`src/rtl/accumulator_serial_rx_pkg.sv`:
```
// Shared constants and FSM encoding for the accumulator serial link receiver.
package accumulator_serial_rx_pkg;

   localparam int unsigned ACC_WIDTH_DEFAULT = 16;
   localparam int unsigned NUM_WORDS_DEFAULT = 4;
   localparam int unsigned IDX_W_DEFAULT     = 2;

   // Position of each accumulator word within a frame
   localparam int unsigned WIDX_SA_I  = 0;
   localparam int unsigned WIDX_SA_Q  = 1;
   localparam int unsigned WIDX_CML_I = 2;
   localparam int unsigned WIDX_CML_Q = 3;

   typedef enum logic {
      IDLE = 1'b0,
      RX   = 1'b1
   } rx_state_t;

   // Counter width able to hold 0..n-1, never narrower than one bit
   function automatic int unsigned cnt_width(input int unsigned n);
      return (n > 1) ? $clog2(n) : 1;
   endfunction

endpackage

```
`src/rtl/accumulator_serial_rx_sync_edge_detect.sv`:
```
// Two-flop synchronizer for one asynchronous input plus a registered
// rising-edge strobe taken from a third stage.
module sync_edge_detect (
   input  logic i_clk,
   input  logic i_reset,
   input  logic i_async,
   output logic o_sync,
   output logic o_rise
);

   logic r_meta;
   logic r_sync;
   logic r_prev;
   logic r_rise;

   always_ff @(posedge i_clk) begin
      if (i_reset) begin
         r_meta <= 1'b0;
         r_sync <= 1'b0;
         r_prev <= 1'b0;
         r_rise <= 1'b0;
      end else begin
         r_meta <= i_async;
         r_sync <= r_meta;
         r_prev <= r_sync;
         r_rise <= r_sync & ~r_prev;
      end
   end

   assign o_sync = r_sync;
   assign o_rise = r_rise;

endmodule

```
`src/rtl/accumulator_serial_rx.sv`:
```
// Receive side of the accumulator serial readout link: oversamples the link,
// deserializes frames of NUM_WORDS words and offers each on a valid/ready port.
module accumulator_serial_rx
   import accumulator_serial_rx_pkg::*;
#(
   parameter int unsigned ACC_WIDTH = ACC_WIDTH_DEFAULT,
   parameter int unsigned NUM_WORDS = NUM_WORDS_DEFAULT,
   parameter int unsigned IDX_W     = IDX_W_DEFAULT
) (
   input  logic                 clk,
   input  logic                 reset,
   input  logic                 serialClk,
   input  logic                 serialStart,
   input  logic                 serialOut,
   output logic [ACC_WIDTH-1:0] word_data,
   output logic [IDX_W-1:0]     word_index,
   output logic                 word_valid,
   input  logic                 word_ready,
   output logic                 frame_done,
   output logic                 frame_error,
   output logic                 overflow
);

   localparam int unsigned BCW = cnt_width(ACC_WIDTH);

   logic                 w_samp;
   logic                 w_start_s;
   logic                 w_data_s;
   logic                 w_sclk_sync;
   logic                 w_start_rise;
   logic                 w_data_rise;
   logic                 w_unused_sync;

   rx_state_t            r_state;
   logic [ACC_WIDTH-1:0] r_shift;
   logic [BCW-1:0]       r_bit_cnt;
   logic [IDX_W-1:0]     r_word_cnt;

   rx_state_t            w_state_nxt;
   logic [ACC_WIDTH-1:0] w_shift_nxt;
   logic [BCW-1:0]       w_bit_cnt_nxt;
   logic [IDX_W-1:0]     w_word_cnt_nxt;
   logic                 w_word_done;
   logic                 w_frame_done_nxt;
   logic                 w_frame_error_nxt;
   logic [ACC_WIDTH-1:0] w_word_full;
   logic                 w_last_word;
   logic                 w_last_bit;

   logic [ACC_WIDTH-1:0] r_word_data;
   logic [IDX_W-1:0]     r_word_index;
   logic                 r_word_valid;
   logic                 r_frame_done;
   logic                 r_frame_error;
   logic                 r_overflow;

   logic                 w_load;
   logic                 w_drop;
   logic                 w_valid_nxt;

   // serialClk edge gives the sample strobe; start/data only need the sync copy
   sync_edge_detect u_sync_sclk (
      .i_clk   (clk),
      .i_reset (reset),
      .i_async (serialClk),
      .o_sync  (w_sclk_sync),
      .o_rise  (w_samp)
   );

   sync_edge_detect u_sync_start (
      .i_clk   (clk),
      .i_reset (reset),
      .i_async (serialStart),
      .o_sync  (w_start_s),
      .o_rise  (w_start_rise)
   );

   sync_edge_detect u_sync_data (
      .i_clk   (clk),
      .i_reset (reset),
      .i_async (serialOut),
      .o_sync  (w_data_s),
      .o_rise  (w_data_rise)
   );

   assign w_unused_sync = w_sclk_sync ^ w_start_rise ^ w_data_rise;

   assign w_word_full = {r_shift[ACC_WIDTH-2:0], w_data_s};
   assign w_last_word = (r_word_cnt == IDX_W'(NUM_WORDS - 1));
   assign w_last_bit  = (r_bit_cnt == BCW'(ACC_WIDTH - 1));

   always_ff @(posedge clk) begin
      if (reset) begin
         r_state    <= IDLE;
         r_shift    <= '0;
         r_bit_cnt  <= '0;
         r_word_cnt <= '0;
      end else begin
         r_state    <= w_state_nxt;
         r_shift    <= w_shift_nxt;
         r_bit_cnt  <= w_bit_cnt_nxt;
         r_word_cnt <= w_word_cnt_nxt;
      end
   end

   // Framing FSM; a start bit always restarts at bit 0 of word 0
   always_comb begin
      w_state_nxt       = r_state;
      w_shift_nxt       = r_shift;
      w_bit_cnt_nxt     = r_bit_cnt;
      w_word_cnt_nxt    = r_word_cnt;
      w_word_done       = 1'b0;
      w_frame_done_nxt  = 1'b0;
      w_frame_error_nxt = 1'b0;

      if (w_samp) begin
         if (w_start_s) begin
            w_frame_error_nxt = (r_state == RX);
            w_shift_nxt       = ACC_WIDTH'(w_data_s);
            w_bit_cnt_nxt     = BCW'(1);
            w_word_cnt_nxt    = '0;
            w_state_nxt       = RX;
         end else if (r_state == RX) begin
            w_shift_nxt = w_word_full;
            if (w_last_bit) begin
               w_word_done   = 1'b1;
               w_bit_cnt_nxt = '0;
               if (w_last_word) begin
                  w_frame_done_nxt = 1'b1;
                  w_word_cnt_nxt   = '0;
                  w_state_nxt      = IDLE;
               end else begin
                  w_word_cnt_nxt = r_word_cnt + IDX_W'(1);
               end
            end else begin
               w_bit_cnt_nxt = r_bit_cnt + BCW'(1);
            end
         end
      end
   end

   // Single holding register: a completed word is dropped only if the held one is stuck
   always_comb begin
      w_load      = w_word_done & (~r_word_valid | word_ready);
      w_drop      = w_word_done & r_word_valid & ~word_ready;
      w_valid_nxt = r_word_valid;
      if (w_load) begin
         w_valid_nxt = 1'b1;
      end else if (word_ready) begin
         w_valid_nxt = 1'b0;
      end
   end

   always_ff @(posedge clk) begin
      if (reset) begin
         r_word_data   <= '0;
         r_word_index  <= '0;
         r_word_valid  <= 1'b0;
         r_frame_done  <= 1'b0;
         r_frame_error <= 1'b0;
         r_overflow    <= 1'b0;
      end else begin
         if (w_load) begin
            r_word_data  <= w_word_full;
            r_word_index <= r_word_cnt;
         end
         r_word_valid  <= w_valid_nxt;
         r_frame_done  <= w_frame_done_nxt;
         r_frame_error <= w_frame_error_nxt;
         r_overflow    <= r_overflow | w_drop;
      end
   end

   assign word_data   = r_word_data;
   assign word_index  = r_word_index;
   assign word_valid  = r_word_valid;
   assign frame_done  = r_frame_done;
   assign frame_error = r_frame_error;
   assign overflow    = r_overflow;

endmodule

```
`config.mk`:
```
export PLATFORM = sky130hd
export DESIGN_NAME = accumulator_serial_rx
export DESIGN_NICKNAME = d
export VERILOG_FILES = /design/src/rtl/accumulator_serial_rx_pkg.sv /design/src/rtl/accumulator_serial_rx_sync_edge_detect.sv /design/src/rtl/accumulator_serial_rx.sv
export SDC_FILE = /design/constraint.sdc
export NUM_CORES = 1
export LEC_CHECK = 0
export ABC_AREA = 1
export CAP_MARGIN = 20
export CORE_MARGIN = 8
export CORE_UTILIZATION = 58
export DETAILED_ROUTE_END_ITERATION = 10
export DONT_BUFFER_PORTS = 1
export HOLD_SLACK_MARGIN = 0.15
export PLACE_DENSITY = 0.71
export SYNTH_ARGS = -nofsm -noshare
export SYNTH_HDL_FRONTEND = slang
export SYNTH_SLANG_ARGS = --single-unit
```
`constraint.sdc`:
```
create_clock -name clk -period 3.58 [get_ports clk]
set_input_delay 0 -clock clk [delete_from_list [all_inputs] [get_ports clk]]
set_output_delay 0 -clock clk [all_outputs]
set_load 0.05 [all_outputs]
```
==> results of run 1 <==
[cell usage after synthesis (all sizes together)]
master / count / share of area (%)
a21oi: 19 / 4.4
ha: 2 / 1.2
o31ai: 1 / 0.35
nand3: 26 / 6.7
a31oi: 1 / 0.29
clkbuf: 3 / 0.53
nor2: 33 / 6.5
nand4: 1 / 0.29
nand2: 87 / 15
inv: 72 / 13
dfxtp: 52 / 49
nor3b: 1 / 0.35
nor3: 1 / 0.23
buf: 7 / 2.0
o21ai: 2 / 0.47
[through the flow]
step | power [mW] | util, % | std cells
after global placement | 0.613 | 59.5 | 346
after global routing | 0.951 | 63.1 | 358
after floorplan | 0.614 | - | 308
after detailed placement | 0.613 | 59.5 | 346
after CTS | 0.922 | 63.1 | 358
final | 0.912 | 63.1 | 358
[area by class of cell]
cell class                 count  area, um2  share of cell area (%)
clock inverter                 1       5.00                   0.220
sequential                    52       1040                    45.8
timing repair buffer           5       50.0                    2.20
multi-input combinational    174        776                    34.1
clock buffer                   6       72.6                    3.19
tap                           48       60.1                    2.64
inverter                      72        270                    11.9
[sequential cells by signal, summed over array words and instances, names as in the netlist]
name / flops
u_sync_data.r_meta: 1
u_sync_sclk.o_rise: 1
u_sync_start.r_meta: 1
u_sync_sclk.r_meta: 1
frame_error: 1
r_word_cnt: 2
word_index: 2
u_sync_sclk.o_sync: 1
r_shift: 15
r_bit_cnt: 4
u_sync_start.o_sync: 1
word_data: 16
frame_done: 1
u_sync_sclk.r_prev: 1
u_sync_data.o_sync: 1
r_state: 1
word_valid: 1
overflow: 1
[worst max-delay path, cell delays in order, from the launching register on]
cell     delay, ns
dfxtp_1       0.66
nand2_1       0.50
nand3_4       0.37
nand2_1       0.09
inv_1         0.06
nor2_1        0.04
[path summary, 6_finish.rpt]
kind / from / cells after the start / endpoint / slack (ns)
worst min register to register: u_sync_sclk.r_prev / 1 / u_sync_sclk.o_rise / 0.40
worst max register to register: word_valid / 5 / word_data[12] / 1.76
worst min-delay path: reset / 3 / word_index[0] / 0.20
worst max-delay path: word_valid / 5 / word_data[12] / 1.76
[per-layer routing]
| layer | routed length (um) | global-route usage (%) | part of all wire (%) | up-vias |
|---|---|---|---|---|
| met5 | 0 | 0 | 0 | - |
| met4 | 47 | 4.62 | 1.3 | 0 |
| met3 | 254 | 4.31 | 6.9 | 7 |
| met2 | 1490 | 19.4 | 41 | 36 |
| met1 | 1870 | 15.9 | 51 | 663 |
| li1 | - | - | - | 902 |
[where the power goes]
group	internal [mW]	leakage (nW)	total [mW]	switching (mW)
clock	0.133	0.0410	0.305	0.171
sequential	0.582	0.420	0.584	0.00197
combinational	0.00855	0.492	0.0239	0.0154
total	0.723	0.953	0.912	0.189
[cell usage in the layout, fill, tap and decap left out]
cell	n
inv_1	72
nand4_1	1
nand3_1	25
a31oi_1	1
nor3b_1	1
dlygate4sd3_1	5
dfxtp_1	52
a21oi_1	19
nand3_4	1
nand2_1	85
o31ai_1	1
nand2_2	2
clkbuf_1	1
clkbuf_8	5
nor2_4	2
nor3_1	1
o21ai_0	2
nor2_1	31
clkinv_2	1
ha_1	2
[kinds of logic (layout without fill, tap and decap cells)]
group           after synthesis  in the layout  share of synthesized area [%]
buf+inv                      82             84                           15.2
simple gates                149            149                           29.5
fa+ha+maj                     2              2                           1.17
compound gates               23             23                           5.55
flops                        52             52                           48.6
==> impl_metrics.ini, run 1 <==
[status]
status = finished clean

[grt]
grt_pass1_vias = 1476
grt_pass1_wl_um = 6350
grt_start_max_net_pins = 29
antenna_found_initial = 0
overflow = 0
grt_usage_pct = 12.6

[logic_synthesis]
ys_ff_latch = 52
syn-instance-count = 308
ys_seq_area_share_pct = 48.6
yosysUniqueCellTypes = 21
netlist_area_um2 = 2140
yosysWarnings = 0
avgSynthCellArea_um2 = 6.95
synth_fp_nets = 316

[placed_design]
hpwl_um = 2540
dp_slack_ns = 1.76
numPortBuffers = 0
placed_cell_area_um2 = 2150
gp_congestion = 0.814

[drt]
dr_total_vias = 1608
routedWlPerCell_um = 10.2
ant_nets = 0
routed_via_density = 4.49
detail_route.wirelength_um = 3670
dr.pass1.iters = 4
drc = 0
drtIter0Drc = 91

[final_layout]
final_cell_area_um2 = 2270
area_growth_pct = 6.19
fillerInstances = 341
diodes = 0
drive_gt1_share_pct = 3.55
layout.nets = 318

[floorplan]
core-area_um2 = 3610
start_util_pct = 59.4
num_rows = 22
dieArea_um2 = 5890
dieHeight_um = 76.8
ios = 28
dieWidth_um = 76.8

[clocking]
post_cts_resized = 0
cts.clk_slew.worst_paths_ns = 0.09
cts_made_buffers = 5
cts_sinks = 52
clock_path_buffers = 2
postCtsSetupBuffers = 0
cts_hold_buf = 5
clkLatencyLatePin_ns = 0.30
cts_tree = yes
cts_root_buffer = clkbuf_8
h-tree-depth = 2

[sta]
slew_viol_final = 0
relSlewSlack_pct = 37.2
min_period_over_period_pct = 50.7
worst_slack_ns = 1.76
hold_viol = 0
tightest_slew_ns = 0.939
fin_tns_setup_ns = 0
clock.fmax_mhz = 551
finalCriticalPeriod_ns = 1.82
holdWs_ns = 0.200
rsz0062_at_grt = no
clock_skew_ns = 0.00570
setup_viol = 0

[worst_setup_path]
critical_path.max_fanout = 19
crit_type = register to register
crit_required_ns = 3.78
cp-start-kind = register
cp-end-kind = register
cp.arrival_ns = 2.01

[power]
worst_ir_drop_vdd_v = 0.000328
power_leakage_nw = 0.953
powerDensity_nw_per_um2 = 401

[worst_hold_path]
min-delay-path-class = input port to register

[run]
cap_viol_max_count = 0
(Power assumes the default switching activity.)
==> inputs of run 2 (changes only) <==
==> constraint.sdc (replaced) <==
create_clock -name clk -period 1.7 [get_ports clk]
set_input_delay 0 -clock clk [delete_from_list [all_inputs] [get_ports clk]]
set_output_delay 0 -clock clk [all_outputs]
set_load 0.05 [all_outputs]
==> run 2 against run 1 <==
  * Power increased by 120%
  * Global-route usage is 1.2 points higher
  * Clock-buffer cell count up 2
  * Worst hold slack better by 0.11 ns
  * Worst setup slack got worse by 1.6 ns
  * Critical path depth rose by 1
  * Final cell count grew 7.5%
  * Non-clock buffer count rose by 26
  * Combinational power up 130%
  * Wire length increased by 8.2%
  * Largest power group unchanged
  * Highest routed layer unchanged
==> impl_metrics.ini, run 2 (synthesis results as in run 1) <==
[run]
cap_viol_max_count = 0

[grt]
grt_usage_pct = 13.8
antenna_found_initial = 0
grt_start_max_net_pins = 27
grt_pass1_vias = 1544
overflow = 0
grt_pass1_wl_um = 6770

[final_layout]
final_cell_mix = nand2_1 (85), inv_1 (72), dfxtp_1 (52)
largest_register_ffs = 16
multiInputGateArea_um2 = 776
seqCellArea_um2 = 1040
fillerInstances = 329
area_growth_pct = 16.2
drive_gt1_share_pct = 10.4
layout.nets = 344
diodes = 0
final_common_cell = nand2_1

[clocking]
h-tree-depth = 2
cts_sinks = 52
cts_root_buffer = clkbuf_8
cts.clk_slew.worst_paths_ns = 0.08
clkLatencyLatePin_ns = 0.30
cts_made_buffers = 5
postCtsSetupBuffers = 0
cts_tree = yes
clock_path_buffers = 2

[sta]
finalCriticalPeriod_ns = 1.49
tightest_slew_ns = 0.900
clock_skew_ns = 0.00684
hold_viol = 0
worst_slack_ns = 0.208
slew_viol_final = 0
relSlewSlack_pct = 40.0
clock.fmax_mhz = 670
rsz0062_at_grt = no
fin_tns_setup_ns = 0
min_period_over_period_pct = 87.7
setup_viol = 0

[floorplan]
start_util_pct = 59.4
dieWidth_um = 76.8
num_rows = 22
dieHeight_um = 76.8
ios = 28
core-area_um2 = 3610
dieArea_um2 = 5890

[worst_setup_path]
reg2reg_slack_ns = 0.21
cp-start-kind = register
cp.arrival_ns = 1.70
crit_type = register to register
cp-end-kind = register
critical_path.max_fanout = 19
crit_required_ns = 1.91

[drt]
routed_via_density = 4.53
drtIter0Drc = 99
drc = 0
detail_route.wirelength_um = 3970
ant_nets = 0
dr.pass1.iters = 4
routedWlPerCell_um = 10.3
dr_total_vias = 1743

[power]
worst_ir_drop_vdd_v = 0.000747
powerDensity_nw_per_um2 = 797
power_leakage_nw = 1.11

[worst_hold_path]
min-delay-path-class = input port to register

[placed_design]
gp_congestion = 0.804
hpwl_um = 2620
numPortBuffers = 0
dp_slack_ns = 0.221

[status]
status = finished clean
-- run 2: final cells by class --
class                      count  area share [%]
multi-input combinational    174            31.2
inverter                      72            10.9
timing repair buffer          31            10.2
tap                           48            2.41
sequential                    52            41.8
clock buffer                   8            3.62
-- run 2: final timing paths --
path / start / end / depth (start not counted)
max: r_bit_cnt[0] / word_data[9] / 6
min reg2reg: u_sync_sclk.r_prev / u_sync_sclk.o_rise / 1
min: reset / u_sync_sclk.r_meta / 2
max reg2reg: r_bit_cnt[0] / word_data[9] / 6
-- run 2: stage by stage --
step / hold WS [ns] / total power, mW / cell area [um2] / std cells / util (%)
5_1_grt: 0.295 / 2.06 / 2490 / 385 / 69.0
4_1_cts: 0.291 / 2.00 / 2490 / 385 / 69.0
3_5_place_dp: 0.0750 / 1.29 / 2330 / 370 / 64.5
2_1_floorplan: 0.107 / 1.29 / 2140 / 308 / -
3_3_place_gp: 0.0735 / 1.29 / 2330 / 370 / 64.5
6_report: 0.305 / 1.98 / 2490 / 385 / 69.0
-- run 2: worst max-delay path, cell delays in order (launching register included) --
cell	delay (ns)
dfxtp_1	0.38
ha_1	0.20
nand3_1	0.16
nor2_4	0.38
nand3_1	0.13
nand2_1	0.11
nor2_1	0.04
-- run 2: report_power, final --
part / switching (mW) / total, mW / internal, mW
logic: 0.0334 / 0.0551 / 0.0217
registers: 0.00421 / 1.23 / 1.23
clock network: 0.368 / 0.700 / 0.332
total: 0.406 / 1.98 / 1.58
-- run 2: per-layer routing --
metal	share of wire [%]	vias to the layer above	track usage, %
met2	43	35	21.2
li1	-	964	-
met3	6.8	7	6.06
met4	2.1	0	6.92
met5	0	-	0
met1	48	737	16.0
-- run 2: repair_timing --
action                                  in CTS  in global routing
gates resized for setup                      0                  1
hold buffers                                 7                  0
endpoints found under the setup margin       0                 20
endpoints found under the hold margin       52                  0
